[config.mk]
export PLATFORM = sky130hd
export DESIGN_NAME = ro_measure_ctrl
export DESIGN_NICKNAME = d
export VERILOG_FILES = /design/src/rtl/ro_measure_ctrl.sv
export SDC_FILE = /design/constraint.sdc
export NUM_CORES = 1
export LEC_CHECK = 0
export ABC_AREA = 1
export CAP_MARGIN = 20
export CORE_UTILIZATION = 62
export CTS_BUF_LIST = sky130_fd_sc_hd__clkbuf_8
export DETAILED_ROUTE_END_ITERATION = 6
export GPL_TIMING_DRIVEN = 1
export PLACE_DENSITY = 0.88
export SKIP_CTS_REPAIR_TIMING = 1
export SYNTH_ARGS = -nofsm -noshare
export SYNTH_HDL_FRONTEND = slang
export SYNTH_SLANG_ARGS = --single-unit
[constraint.sdc]
create_clock -name clk -period 8.59 [get_ports clk]
set_input_delay 1.718 -clock clk [delete_from_list [all_inputs] [get_ports clk]]
set_output_delay 1.718 -clock clk [all_outputs]
set_load 0.005 [all_outputs]
[src/rtl/ro_measure_ctrl.sv]
`default_nettype none
// ============================================================================
// Module      : ro_measure_ctrl
// Description : Ring-oscillator measurement sequencer. Serially loads the
//               oscillator configuration chain, selects the clock source,
//               releases the dividers, waits for settling, then counts
//               synchronised oscillator edges over a fixed clk window and
//               holds the count for readout.
// Revision    : 1.0 - initial release
// ============================================================================
module ro_measure_ctrl #(
  parameter int CFG_BITS   = 48,
  parameter int WIN_LOG2   = 10,
  parameter int SETTLE_CYC = 16,
  parameter int CNT_W      = 16
) (
  input  logic                clk,
  input  logic                rst_n,        // active-high despite the name
  input  logic                start,
  input  logic                abort,
  input  logic [CFG_BITS-1:0] cfg_word,
  input  logic [2:0]          src_sel,
  input  logic                osc_in,
  output logic                shift_clk,
  output logic                shift_dta,
  output logic [2:0]          clk_source,
  output logic                osc_rst,
  output logic                busy,
  output logic                done,
  output logic [CNT_W-1:0]    result,
  output logic                result_valid,
  output logic                overflow
);

  localparam int IDX_W = (CFG_BITS > 1)   ? $clog2(CFG_BITS)   : 1;
  localparam int SET_W = (SETTLE_CYC > 1) ? $clog2(SETTLE_CYC) : 1;

  localparam logic [IDX_W-1:0]    C_IDX_LAST = IDX_W'(CFG_BITS - 1);
  localparam logic [SET_W-1:0]    C_SET_LAST = SET_W'(SETTLE_CYC - 1);
  localparam logic [WIN_LOG2-1:0] C_WIN_LAST = '1;
  localparam logic [CNT_W-1:0]    C_CNT_MAX  = '1;

  typedef enum logic [2:0] {
    S_IDLE    = 3'd0,
    S_LOAD    = 3'd1,
    S_SETTLE  = 3'd2,
    S_MEASURE = 3'd3,
    S_DONE    = 3'd4
  } state_t;

  state_t              r_state;
  logic [CFG_BITS-1:0] r_cfg;      // remaining bits, next bit to send at MSB
  logic [2:0]          r_src;
  logic [IDX_W-1:0]    r_idx;      // bit currently presented on shift_dta
  logic                r_phase;    // 0: data setup (shift_clk low), 1: clock high
  logic [SET_W-1:0]    r_set_cnt;
  logic [WIN_LOG2-1:0] r_win_cnt;
  logic [CNT_W-1:0]    r_edge_cnt;

  logic                r_sync1;
  logic                r_sync2;
  logic                r_prev;

  logic                w_edge;
  logic                w_sat;
  logic                w_in_run;
  logic [CNT_W-1:0]    w_cnt_next;

  // Rising edge of the synchronised oscillator; counter saturates instead of wrapping
  always_comb begin
    w_edge     = r_sync2 & ~r_prev;
    w_sat      = (r_edge_cnt == C_CNT_MAX);
    w_cnt_next = (w_edge && !w_sat) ? (r_edge_cnt + CNT_W'(1)) : r_edge_cnt;
    w_in_run   = (r_state == S_LOAD) || (r_state == S_SETTLE) ||
                 (r_state == S_MEASURE);
  end

  // Free-running two-flop synchroniser plus previous-sample flop for osc_in
  always_ff @(posedge clk or posedge rst_n) begin
    if (rst_n) begin
      r_sync1 <= 1'b0;
      r_sync2 <= 1'b0;
      r_prev  <= 1'b0;
    end else begin
      r_sync1 <= osc_in;
      r_sync2 <= r_sync1;
      r_prev  <= r_sync2;
    end
  end

  // Sequencer state machine with all outputs registered
  always_ff @(posedge clk or posedge rst_n) begin
    if (rst_n) begin
      r_state      <= S_IDLE;
      r_cfg        <= '0;
      r_src        <= 3'b000;
      r_idx        <= '0;
      r_phase      <= 1'b0;
      r_set_cnt    <= '0;
      r_win_cnt    <= '0;
      r_edge_cnt   <= '0;
      shift_clk    <= 1'b0;
      shift_dta    <= 1'b0;
      clk_source   <= 3'b000;
      osc_rst      <= 1'b1;
      busy         <= 1'b0;
      done         <= 1'b0;
      result       <= '0;
      result_valid <= 1'b0;
      overflow     <= 1'b0;
    end else begin
      done <= 1'b0;
      if (abort && w_in_run) begin
        // Cancel: park the datapath and throw the partial measurement away
        r_state      <= S_IDLE;
        shift_clk    <= 1'b0;
        osc_rst      <= 1'b1;
        clk_source   <= 3'b000;
        busy         <= 1'b0;
        result_valid <= 1'b0;
        r_edge_cnt   <= '0;
      end else begin
        case (r_state)
          S_IDLE, S_DONE: begin
            if (abort) begin
              result_valid <= 1'b0;
            end else if (start) begin
              r_state      <= S_LOAD;
              r_src        <= src_sel;
              r_cfg        <= cfg_word << 1;
              shift_dta    <= cfg_word[CFG_BITS-1];
              shift_clk    <= 1'b0;
              r_idx        <= C_IDX_LAST;
              r_phase      <= 1'b0;
              clk_source   <= 3'b000;
              osc_rst      <= 1'b1;
              busy         <= 1'b1;
              result_valid <= 1'b0;
              overflow     <= 1'b0;
              r_edge_cnt   <= '0;
            end
          end

          S_LOAD: begin
            if (!r_phase) begin
              shift_clk <= 1'b1;
              r_phase   <= 1'b1;
            end else begin
              shift_clk <= 1'b0;
              r_phase   <= 1'b0;
              if (r_idx == '0) begin
                // Chain loaded: select the source and release the dividers
                r_state    <= S_SETTLE;
                clk_source <= r_src;
                osc_rst    <= 1'b0;
                r_set_cnt  <= '0;
              end else begin
                r_idx     <= r_idx - 1'b1;
                shift_dta <= r_cfg[CFG_BITS-1];
                r_cfg     <= r_cfg << 1;
              end
            end
          end

          S_SETTLE: begin
            if (r_set_cnt == C_SET_LAST) begin
              r_state    <= S_MEASURE;
              r_win_cnt  <= '0;
              r_edge_cnt <= '0;
            end else begin
              r_set_cnt <= r_set_cnt + 1'b1;
            end
          end

          S_MEASURE: begin
            r_edge_cnt <= w_cnt_next;
            // An edge arriving at full scale is a lost edge
            if (w_edge && w_sat) begin
              overflow <= 1'b1;
            end
            if (r_win_cnt == C_WIN_LAST) begin
              // Last window cycle still counts its edge into the result
              r_state      <= S_DONE;
              result       <= w_cnt_next;
              result_valid <= 1'b1;
              done         <= 1'b1;
              busy         <= 1'b0;
              osc_rst      <= 1'b1;
            end else begin
              r_win_cnt <= r_win_cnt + 1'b1;
            end
          end

          default: begin
            r_state <= S_IDLE;
          end
        endcase
      end
    end
  end

endmodule
`default_nettype wire

=== Word-level counts from Yosys, hierarchy flattened ===
Index checks and enable logic that the tools add are counted.

* $add $sub $neg: 4
* Equality and inequality tests: 23
* Multiplexer cells: 65
* Bitwise operators: 4
* Reduce and logical (&&, ||, !) cells: 31

{| class="wikitable"
|+ Operators by type and width
! operator !! count
|-
| $mux W48 || 4
|-
| $pmux W48 S2 || 1
|-
| $mux W16 || 5
|-
| $pmux W16 S3 || 1
|-
| $mux W3 || 12
|-
| $mux W6 || 4
|-
| $mux W1 || 22
|-
| $mux W10 || 2
|-
| $pmux W10 S2 || 1
|-
| $reduce_and A4 Y1 || 5
|-
| $reduce_and A6 Y1 || 3
|-
| $add A16 B1 Y16 const B || 1
|-
| $eq A16 B16 Y1 const B || 1
|-
| $reduce_and A5 Y1 || 3
|-
| $mux W4 || 3
|-
| $ne A2 B2 Y1 const B || 6
|-
| $pmux W3 S4 || 1
|-
| $pmux W6 S2 || 1
|-
| $add A10 B1 Y10 const B || 1
|-
| $eq A10 B10 Y1 const B || 1
|-
| $pmux W1 S2 || 5
|-
| $ne A3 B1 Y1 const B || 3
|-
| $reduce_and A3 Y1 || 3
|-
| $pmux W4 S2 || 1
|-
| 23 further kinds || 37
|}

* Bits in registers: 120
* Input bits: 56
* Output and inout bits: 26
* Word-level logic and storage cells: 147

=== Logic depth before layout (Yosys ltp) ===
Gate-level depths: netlist of the first run.

* Depth after elaboration: 6
* Gate-level depth with buffers: 12

=== Least setup slack after synthesis of the first run ===
No wires, ideal clock.

* Path kind: in2reg
* Start point: input port abort
* End point: register r_cfg[8]
* Arrival: 2748 ps
* Path slack: 5716 ps
* Cell stages on the path: 10
* Path buffers: 2
* Path through: buf_6 inv_2 nor2_1 inv_1 nand2_2 nor2_4 nand2_4 inv_6 clkbuf_4 o21ai_0

* Cells in the longest elaborated chain, start to end: 3
* Elaborated cells between the ends (all ways): 4
* Classes of those cells: eq/ne: 1; bitwise: 1; reduce/logical: 2

{| class="wikitable"
|+ Ends and longest elaborated chain
! element !! RTL line !! RTL
|-
| start: declaration || 20 || <nowiki>input logic abort,</nowiki>
|-
| branches (longest 2 deep; another with $ne A2 B2 Y1) || n/a ||
|-
| $reduce_and A6 Y1 (no line) (*) || n/a ||
|-
| end signal: assignment || 130 || <nowiki>r_cfg <= cfg_word << 1;</nowiki>
|-
| end signal: assignment || 160 || <nowiki>r_cfg <= r_cfg << 1;</nowiki>
|-
| end: declaration || 52 || <nowiki>logic [CFG_BITS-1:0] r_cfg;</nowiki>
|}

Every way passes the cells marked *.
A chain may end at the register's enable or synchronous reset.

=== Worst setup path after layout of the first run ===
* Start point: input port abort
* End point: register r_cfg[23]

The elaborated chain is that of the path after synthesis.

==> metrics, run 1 <==
CTS buffer count=17; non-filler cells, final=1,057; Final Hold Fails=0; GPL Wtd Cong=0.8914; initial antenna violation count=0; max cap viols=0; top layer in use=met4; CP max FO=99; worst slew pin tran=0.9330 ns; dpl cell area=0.007122 mm2; Worst-Skew Late Latency=0.46 ns; # setup viols final=0; Synth Net Count=901; fin. max-slew vios=0; Tcrit/Tclk final=0.4048; routed length on met1=5715 um; total die area=0.01064 mm2; DP Wirelength=9112 um; TNS Setup=0 ns; multi-input logic area=0.002798 mm2; drt initial violations=241; routed wl met3=711 um; antenna cells=0; critical path class=in2reg; Tot Pwr=2.115 mW; most frequent cells in the layout=nand2_1, dfrtp_1, o21ai_0; final core occ=0.7695; Die Ht=103.1 um; most common cell after layout, fill and taps aside=nand2_1; IO Pins=82; TritonCTS clock tree=built; Seq. cell area=0.002979 mm2; fillers=678; # rows=36; Synth cell types=37; Critical Path, Cell by Cell=clkdlybuf4s50_1 -> inv_2 -> nor2_1 -> inv_1 -> nand2_2 -> nor2_4 -> nand2_4 -> inv_6 -> nand2_1 -> o21ai_0; Cell Area, Synth=0.006341 mm2; DR WL met2=6644 um; global-route wire length before repair=22,000 um; required time of the critical path=8.95 ns; yosys warns=0; Reg clk slew, reported paths=0.08 ns; Avg WL per Cell=12.58 um; Seq/Total Area, Yosys=0.4698; share of cells above drive strength 1=0.09524; Area contributors post-synth=dfrtp_1, nand2_1, o21ai_0, inv_1, nor2_1; cell area after layout=0.007591 mm2; GRT Util Overall=0.2713; WHS=0.3690 ns; Max Root-Sink Buffers=2; Initial Util=0.6428; area leader, netlist=dfrtp_1; fin worst setup slack=5.112 ns; crit path time final=3.478 ns; DRT Pass-1 Iters=5; post-route clock skew=0.008607 ns; Core ar.=0.009864 mm2; ANT nets after route=0; P_leak=3.694 nW; die width=103.1 um; vias per cell=5.256; drt drc=0; Syn-to-layout area delta=19.71%; status=finished, final reports clean; Synth top area share=0.4657; Rel. slew slack=0.3780; Max VDD drop=0.0002039 V; GRT overflow=0; largest net degree at the start of global routing=101; via count=5,556; Clock Sinks=119; Placed Instances=1,025; DP Worst Slack=4.658 ns; highest cell delay on the worst timing path=0.61 ns; Startpoint Class=input port; Mapped Cells=840; Clock Tree Root=clkbuf_8; fmax=0.2876 GHz; Worst path slowest cell=clkdlybuf4s50_1; final WL=13,300 um; vias in the first global route=5,161; P per Cell Area=278.6 mW/mm2; CP Capture Type=flip-flop; synthesis-stage register bit count=119; unrepaired setup endpoints after global routing=false; H-tree levels=4; syn avg cell area=7.549 um2; PortBufs=81; Final nets=972; Tightest Hold Check Type=reg2reg; CP arrival=3.84 ns
[worst max-delay path, delay by kind of cell]
kind            cells  cell delay, ns
simple gates        5            0.55
compound gates      1            0.12
buf+inv             4            1.40
[report_power, final]
group | leakage [nW] | switching, mW | internal (mW)
registers | 1.56 | 0.0791 | 0.720
clock network | 0.232 | 0.244 | 0.356
logic | 1.90 | 0.466 | 0.249
total | 3.69 | 0.789 | 1.33
[logic make-up (layout without fill, tap and decap cells)]
family | after synthesis | after routing | share of synthesized area
xor gates and xnor gates | 14 | 14 | 0.01934
and+or+nand+nor | 450 | 450 | 0.3009
DFF | 119 | 119 | 0.4698
AOI/OAI and AO/OA | 128 | 128 | 0.1111
adders and majority gates | 5 | 5 | 0.009866
buffers and inverters | 124 | 208 | 0.08899
[layer usage]
layer	vias to the layer above	GRT usage
met2	150	0.4667
met5	-	0
met1	2622	0.3151
met3	24	0.07390
li1	2760	-
met4	0	0.1289
[path summary, 6_finish.rpt]
| kind | from | slack, ns | cells after the start | to |
|---|---|---|---|---|
| hold / removal | r_sync1 | 0.37 | 0 | r_sync2 |
| max in group asynchronous | rst_n | 5.62 | 3 | clk_source[2] |
| hold reg to reg | r_sync1 | 0.37 | 0 | r_sync2 |
| min in group asynchronous | rst_n | 1.70 | 2 | result[0] |
| setup / recovery | abort | 5.11 | 10 | r_cfg[23] |
| setup reg to reg | r_state[1] | 6.01 | 6 | result_valid |
[cell usage after synthesis (all sizes together)]
library cell / instances
a21oi: 2
buf: 22
clkbuf: 8
dfrtp: 118
dfstp: 1
ha: 5
inv: 94
nand2: 347
nand3: 32
nand4: 11
nor2: 56
nor3: 4
o211ai: 1
o21a: 1
o21ai: 122
o21bai: 1
o31ai: 1
xnor2: 4
xor2: 10
[final cells by class]
| class | instances | area share |
|---|---|---|
| clock buffers | 18 | 0.03264 |
| inverters | 94 | 0.04747 |
| well taps | 133 | 0.02192 |
| flip-flops and latches | 119 | 0.3925 |
| clock inverters | 14 | 0.02917 |
| repair buffers | 82 | 0.1078 |
| multi-input cells | 597 | 0.3686 |
[sequential cells by signal, summed over array words and instances (netlist names), 3 cells and up]
signal and cells:
r_state 3, r_win_cnt 10, r_idx 6, clk_source 3, result 16, r_edge_cnt 16
r_src 3, r_set_cnt 4, r_cfg 47
No activity file was read; power rests on OpenSTA's default activity.
==> run 2, diff against run 1 <==
--- a/config.mk
+++ b/config.mk
@@ -7,11 +7,11 @@
 export LEC_CHECK = 0
 export ABC_AREA = 1
 export CAP_MARGIN = 20
-export CORE_UTILIZATION = 62
+export CORE_UTILIZATION = 58
 export CTS_BUF_LIST = sky130_fd_sc_hd__clkbuf_8
 export DETAILED_ROUTE_END_ITERATION = 6
 export GPL_TIMING_DRIVEN = 1
-export PLACE_DENSITY = 0.88
+export PLACE_DENSITY = 0.83
 export SKIP_CTS_REPAIR_TIMING = 1
 export SYNTH_ARGS = -nofsm -noshare
 export SYNTH_HDL_FRONTEND = slang
==> constraint.sdc (replaced) <==
create_clock -name clk -period 3.6 [get_ports clk]
set_input_delay 0.72 -clock clk [delete_from_list [all_inputs] [get_ports clk]]
set_output_delay 0.72 -clock clk [all_outputs]
set_load 0.005 [all_outputs]
==> run 2 against run 1 <==
Clock power increased by 100%. Die area up 6.8%. Worst hold slack gained 0.010 ns. Largest cell class unchanged. Largest power group unchanged. Highest routed layer unchanged.
==> metrics, run 2 (synthesis results as in run 1) <==
PortBufs=81; max reg flops=47; flop-to-flop setup slack=1.53 ns; ANT nets after route=0; antenna cells=0; cell-internal power=3.001 mW; TNS Setup=0 ns; Net Sw Frac=0.3769; most common cell after layout, fill and taps aside=nand2_1; Combinational Power Share=0.354; vias per cell=5.159; critical path class=in2reg; Max VDD drop=0.0003410 V; GRT Util Overall=0.2518; Startpoint Class=input port; GPL Wtd Cong=0.9629; dpl cell area=0.007149 mm2; DRT Pass-1 Iters=4; CTS buffer count=17; Clock Tree Root=clkbuf_8; GRT overflow=0; Worst-Skew Late Latency=0.44 ns; total die area=0.01136 mm2; H-tree levels=4; Syn-to-layout area delta=18.90%; CP Capture Type=flip-flop; Tightest Hold Check Type=reg2reg; P per Cell Area=638.9 mW/mm2; unrepaired setup endpoints after global routing=false; Final Hold Fails=0; Core ar.=0.01046 mm2; fmax=0.3947 GHz; worst slew pin tran=0.7570 ns; global-route wire length before repair=22,700 um; CP max FO=99; Tot Pwr=4.817 mW; largest net degree at the start of global routing=100; fin. max-slew vios=0; Regs by FF count=r_cfg x47, r_edge_cnt x16, result x16; initial antenna violation count=0; WHS Path Cells=0; worst-case reg-to-reg path depth=9; Sw Pwr=1.816 mW; Sequential Power Share=0.394; Reg clk slew, reported paths=0.07 ns; drt initial violations=381; Worst Hold Path EP=r_prev; Rel. slew slack=0.4954; Biggest register=r_cfg; TritonCTS clock tree=built; clock share of power=0.252; Die Ht=106.6 um; final WL=13,010 um; crit path time final=2.534 ns; Tcrit/Tclk final=0.7038; Final nets=975; # rows=37; share of cells above drive strength 1=0.09493; DP Wirelength=9094 um; via count=5,484; Max Root-Sink Buffers=2; required time of the critical path=3.95 ns; status=finished, final reports clean; die width=106.6 um; most frequent cells in the layout=nand2_1, dfrtp_1, o21ai_0; CP arrival=2.88 ns; drt drc=0; cell area after layout=0.007540 mm2; vias in the first global route=5,149; IO Pins=82; Clock Sinks=119; P_leak=3.690 nW; # setup viols final=0; reg2reg start=r_win_cnt[0]; Hold Startpoint=r_sync2; Avg WL per Cell=12.24 um; r2r endpoint=result[14]; post-route clock skew=0.009979 ns; Initial Util=0.6061; max cap viols=0
-- run 2: per-layer routing --
layer / share of wire / global-route usage / vias up
met5: 0 / 0 / -
met4: 0.015 / 0.08317 / 0
met3: 0.047 / 0.05886 / 20
li1: - / - / 2773
met1: 0.47 / 0.3316 / 2523
met2: 0.47 / 0.4101 / 168
-- run 2: worst max-delay path, stage by stage --
cell and delay, ns:
clkdlybuf4s50_1 0.61, inv_2 0.19, nor2_1 0.07, inv_1 0.15, nand2_2 0.10, nor2_4 0.14
nand2_4 0.11, inv_6 0.48, o21ai_0 0.17, o21ai_0 0.11
-- run 2: how the worst max path moves through the flow --
stage / startpoint / end / slack, ns / cells after the start
6_report: abort / r_idx[0] / 1.07 / 10
5_1_grt: abort / r_idx[0] / 0.92 / 10
4_1_cts: abort / r_idx[0] / 1.11 / 10
3_5_place_dp: abort / r_idx[0] / 0.65 / 10
3_3_place_gp: abort / r_idx[0] / 0.78 / 10
2_1_floorplan: rst_n / busy / 1.43 / 1
-- run 2: layout make-up --
| type | count | area (um2) |
|---|---|---|
| Timing Repair Buffer | 85 | 840.8 |
| Inverter | 94 | 361.6 |
| Multi-Input combinational cell | 597 | 2798 |
| Fill cell | 847 | 2923 |
| Clock inverter | 14 | 142.6 |
| Sequential cell | 119 | 2979 |
| Clock buffer | 18 | 247.7 |
| Tap cell | 136 | 170.2 |
-- run 2: power groups by stage --
stage / Sequential [mW] / Combinational, mW / Clock (mW)
finish: 1.90 / 1.70 / 1.21
global route: 1.94 / 1.96 / 1.29
CTS: 1.90 / 1.72 / 1.24
floorplan: 1.88 / 1.38 / 0
detailed placement: 1.92 / 1.70 / 0
global placement: 1.90 / 1.62 / 0
-- run 2: per-stage QoR --
| stage | std cells | setup slack [ns] | hold slack, ns | util |
|---|---|---|---|---|
| after floorplan | 840 | 1.425 | 0.3312 | - |
| after global placement | 1031 | 0.7761 | 0.3584 | 0.6833 |
| after detailed placement | 1031 | 0.6515 | 0.3683 | 0.6833 |
| after CTS | 1063 | 1.110 | 0.3829 | 0.7206 |
| after global routing | 1063 | 0.9184 | 0.3907 | 0.7206 |
| final | 1063 | 1.066 | 0.3790 | 0.7206 |
